$ cat src/rtl/agc_timer_bank.sv
// Bank of NUM_TIMERS up-counting WIDTH-bit timers with a shared prescaler, optional
// overflow cascading, sticky masked interrupt requests and one forwarding CPU port.
module agc_timer_bank #(
   parameter int unsigned NUM_TIMERS              = 4,
   parameter int unsigned WIDTH                   = 15,
   parameter int unsigned PRESCALE                = 8,
   parameter logic [NUM_TIMERS-1:0] CASCADE_MASK  = 4'b0010,
   parameter logic [NUM_TIMERS-1:0] IRQ_MASK      = 4'b1100,
   localparam int unsigned SW                     = $clog2(NUM_TIMERS)
) (
   input  logic                  clk,
   input  logic                  rst_l,
   input  logic                  en,
   input  logic                  wr_en,
   input  logic [SW-1:0]         wr_sel,
   input  logic [WIDTH-1:0]      wr_data,
   input  logic [SW-1:0]         rd_sel,
   output logic [WIDTH-1:0]      rd_data,
   input  logic [NUM_TIMERS-1:0] irq_ack,
   output logic                  tick,
   output logic [NUM_TIMERS-1:0] overflow,
   output logic [NUM_TIMERS-1:0] irq_pending
);

   localparam int unsigned PW         = (PRESCALE > 1) ? $clog2(PRESCALE) : 1;
   localparam logic [PW-1:0] PRESC_LAST = PW'(PRESCALE - 1);

   logic [PW-1:0]         r_presc;
   logic                  r_tick;
   logic [WIDTH-1:0]      r_timer [NUM_TIMERS];
   logic [NUM_TIMERS-1:0] r_ovf;
   logic [NUM_TIMERS-1:0] r_irq;

   logic                  w_presc_last;
   logic [NUM_TIMERS-1:0] w_inc;
   logic [NUM_TIMERS-1:0] w_wr;
   logic [NUM_TIMERS-1:0] w_wrap;

   assign w_presc_last = (r_presc == PRESC_LAST);

   always_ff @(posedge clk or negedge rst_l) begin
      if (!rst_l) begin
         r_presc <= '0;
         r_tick  <= 1'b0;
      end else begin
         r_tick <= en && w_presc_last;
         if (en) begin
            r_presc <= w_presc_last ? '0 : r_presc + 1'b1;
         end
      end
   end

   // Out-of-range wr_sel never matches any index, so such writes fall through.
   always_comb begin
      w_inc  = '0;
      w_wr   = '0;
      w_wrap = '0;
      w_inc[0] = r_tick;
      for (int unsigned i = 1; i < NUM_TIMERS; i++) begin
         w_inc[i] = CASCADE_MASK[i] ? r_ovf[i-1] : r_tick;
      end
      for (int unsigned i = 0; i < NUM_TIMERS; i++) begin
         w_wr[i]   = wr_en && (wr_sel == SW'(i));
         w_wrap[i] = w_inc[i] && (&r_timer[i]) && !w_wr[i];
      end
   end

   always_ff @(posedge clk or negedge rst_l) begin
      if (!rst_l) begin
         for (int unsigned i = 0; i < NUM_TIMERS; i++) begin
            r_timer[i] <= '0;
         end
         r_ovf <= '0;
         r_irq <= '0;
      end else begin
         for (int unsigned i = 0; i < NUM_TIMERS; i++) begin
            if (w_wr[i]) begin
               r_timer[i] <= wr_data;
            end else if (w_inc[i]) begin
               r_timer[i] <= r_timer[i] + 1'b1;
            end
         end
         r_ovf <= w_wrap;
         r_irq <= (r_ovf & IRQ_MASK) | (r_irq & ~irq_ack);
      end
   end

   always_comb begin
      rd_data = '0;
      if (32'(rd_sel) < NUM_TIMERS) begin
         rd_data = (wr_en && (wr_sel == rd_sel)) ? wr_data : r_timer[rd_sel];
      end
   end

   assign tick        = r_tick;
   assign overflow    = r_ovf;
   assign irq_pending = r_irq;

endmodule

$ cat config.mk
export PLATFORM = sky130hd
export DESIGN_NAME = agc_timer_bank
export DESIGN_NICKNAME = d
export VERILOG_FILES = /design/src/rtl/agc_timer_bank.sv
export SDC_FILE = /design/constraint.sdc
export NUM_CORES = 1
export LEC_CHECK = 0
export BUFFER_PORTS_ARGS = -buffer_cell sky130_fd_sc_hd__buf_4
export CORE_AREA = 5 5 107 109
export CTS_BUF_LIST = sky130_fd_sc_hd__clkbuf_16
export DETAILED_ROUTE_END_ITERATION = 8
export DIE_AREA = 0 0 112 114
export MAX_ROUTING_LAYER = met4
export PLACE_DENSITY = 0.68
export SETUP_SLACK_MARGIN = 0.05
export SKIP_LAST_GASP = 1
export SYNTH_ARGS = -nofsm -noshare
export SYNTH_HDL_FRONTEND = slang
export SYNTH_SLANG_ARGS = --single-unit
$ cat constraint.sdc
create_clock -name clk -period 2.1 [get_ports clk]
set_input_delay 0 -clock clk [delete_from_list [all_inputs] [get_ports clk]]
set_output_delay 0 -clock clk [all_outputs]
set_load 0.1 [all_outputs]
==> results.yml <==
outcome:
  status: "complete, no violations"
setup_path:
  worstSetupStartpoint: "r_timer[32]$_DFFE_PN0P_"
  crit_end: "rd_data[2]"
  crit_path_end_kind: "primary output"
  ff2ff_path_depth: 5
  path_class: "flip-flop to primary output"
  startpoint_type: "flip-flop"
  critical_path.slowest_cell: "dfrtp_1"
  max_stage_delay_ns: 0.50
  r2r-end: "r_timer[59]$_DFFE_PN0P_"
  cp_max_fo: 7
  reg2reg_from: "r_timer[45]$_DFFE_PN0P_"
  rrSetupSlack_ns: 0.42
  cp.arrival_ns: 1.82
  cp_cell_sequence: "mux4_2 -> mux2_2 -> buf_4"
  worst_ep_required_time_ns: 2.10
floorplanning:
  die_h_um: 114
  rows: 38
  dieArea_um2: 12800
  core_area_um2: 10500
  die_w_um: 112
  start_util_pct: 41.7
  boundaryPins: 51
synth:
  synth_largest_area_cell: "dfrtp_1"
  synth_area_um2: 4390
  ys_ff_latch: 72
  synthFlopType: "dfrtp_1"
  ys_warn_count: 0
  syn-num-nets: 458
  yosysTopAreaCellShare_pct: 41.1
  synthCells: 425
  synth_cell_types: 38
  synth.avg_cell_area_um2: 10.3
  seq_area_frac_synth_pct: 41.1
  synth_edf_count: 0
  netlist_top_cells_area: "dfrtp_1 (41%), xnor2_1 (7.8%), mux4_2 (7.7%), mux2_2 (4.9%), nand2_1 (3.9%)"
  async_flop_share_pct: 100
pwr:
  pwr_density_cell_nw_per_um2: 1020
  power_leakage_uw: 0.00211
  irDropWorstVdd_v: 0.000514
  report.power.total_uw: 5440
route:
  wl_per_cell_um: 17.4
  firstDrtPassIters: 4
  drc_errors: 0
  vias: 3482
  first_iter_violations: 171
  antenna_left: 0
  wl_um: 11000
  via_per_inst: 5.47
cts:
  htree_num_levels: 3
  numCtsBuffers: 9
  cts.sinks: 72
  clk_latency_ns: 0.33
  path_clk_slew_ns: 0.05
  root_buffer: "clkbuf_16"
  cts_tree: "built"
  clockBufferDepth: 2
timing:
  setup_tns_ns: 0
  period_share_pct: 86.5
  fmax_mhz: 550
  post-route-min-period_ns: 1.82
  hold_viol: 0
  relSlewSlack_pct: 38.5
  rsz0062_at_grt: "false"
  slew_viol_final: 0
  fin_skew_ns: 0.00469
  setup_viol_count_final: 0
  worst_slew_pin_slew_ns: 0.923
global_route:
  grt_pass1_vias: 3457
  grt_pass1_wl_um: 18200
  overflow: 0
  antenna_found_initial: 0
  grt_max_degree: 73
  grt.total_usage_pct: 18.7
placed_design:
  place.gp.congestion: 0.928
  hpwl_um: 8130
  port_buffers: 50
hold_path:
  min_path_type: "primary input to flip-flop"
  min-delay-start: "wr_sel[0]"
layout:
  antennaDiodeCount: 0
  finish.net_count: 527
  syn_to_final_growth_pct: 21.4
  drive_above_1_share_pct: 24.4
job:
  max-cap-violations: 0
-- worst min-delay path by stage --
stage	depth (start not counted)	end
floorplan	0	irq_pending[0]$_DFF_PN0_
global placement	2	irq_pending[0]$_DFF_PN0_
detailed placement	2	irq_pending[1]$_DFF_PN0_
CTS	3	r_timer[49]$_DFFE_PN0P_
global route	3	r_timer[13]$_DFFE_PN0P_
finish	3	r_timer[13]$_DFFE_PN0P_
-- per-layer routing --
metal | wire [um] | track usage, %
met5 | 0 | -
met3 | 526 | 2.18
met2 | 5500 | 29.7
met4 | 329 | 8.33
met1 | 4690 | 24.3
-- kinds of logic after synthesis --
group	synth area share, %
buffers and inverters	3.40
and+or+nand+nor	21.5
xor gates and xnor gates	11.6
AOI/OAI and AO/OA	7.25
DFF	41.1
muxes	13.5
adders and majority gates	1.71
-- power breakdown --
group	switching, uW	total, uW	leakage [uW]	internal [uW]
registers	487	2180	0.000851	1690
clock network	531	1300	0.000129	765
logic	1200	1960	0.00113	759
total	2220	5440	0.00211	3220
-- critical path, delay by kind of cell, from the launching register on --
kind	cells	cell delay, ns
flip-flops	1	0.50
multiplexers	2	0.76
buffers and inverters	1	0.23
-- Yosys cell counts (2+ instances only) --
library cell	number
a21oi_1	31
nor2_1	39
nand3_1	18
nor4_1	3
buf_2	4
mux2i_1	4
a21o_1	2
xnor2_1	39
o21ai_2	2
nand2_1	46
nand4_2	2
mux2_2	19
nor4_2	9
nand4_4	4
inv_1	7
clkbuf_1	6
ha_1	6
and3_1	7
nand4_1	11
nor2b_1	2
dfrtp_1	72
buf_6	3
o21ai_1	25
mux4_2	15
and4_1	5
xor2_1	19
buf_1	5
nand3b_1	2
nor3_1	9
-- cell type report --
type                       instances  area [um^2]
sequential                        72         1800
fill                             940         5180
clock inverter                     4         17.5
inverter                           7         26.3
clock buffer                       9          225
multi-input combinational        326         2440
tap                              140          175
timing repair buffer              78          638
-- layout by cell type (no fill, tap or decap), types with 3 or more instances in the layout --
cell           instances
a21oi_1               31
and3_1                 7
and4_1                 5
buf_4                 57
clkbuf_16              9
dfrtp_1               72
dlygate4sd3_1         21
ha_1                   6
inv_1                  9
mux2_2                19
mux2i_1                4
mux4_2                15
nand2_1               46
nand3_1               18
nand4_1               11
nand4_4                4
nor2_1                39
nor3_1                 9
nor4_1                 3
nor4_2                 9
o21ai_1               25
xnor2_1               39
xor2_1                19
-- state kept, by name, indices dropped and copies added (netlist names) --
register and flops:
r_presc 3, r_timer 60, overflow 4, irq_pending 4, tick 1
-- repair_timing --
item | 4_1_cts | 5_1_grt
resized for setup | 0 | 0
endpoints found under the setup margin | 0 | 0
buffers inserted | 0 | 0
hold buffers | 21 | 0
hold endpoints to repair | 128 | 0
-- per-stage QoR --
stage	setup WS (ns)	instances	hold slack [ns]	utilization [%]	cell area [um^2]
after floorplan	0.0724	425	-0.296	-	4390
after global placement	0.558	602	0.154	46.4	4870
after detailed placement	0.450	602	0.155	46.4	4870
after CTS	0.265	636	0.0714	50.7	5320
after global routing	0.247	636	0.0889	50.7	5320
final	0.283	636	0.0699	50.7	5320
Power figures use the tool's default switching activity.
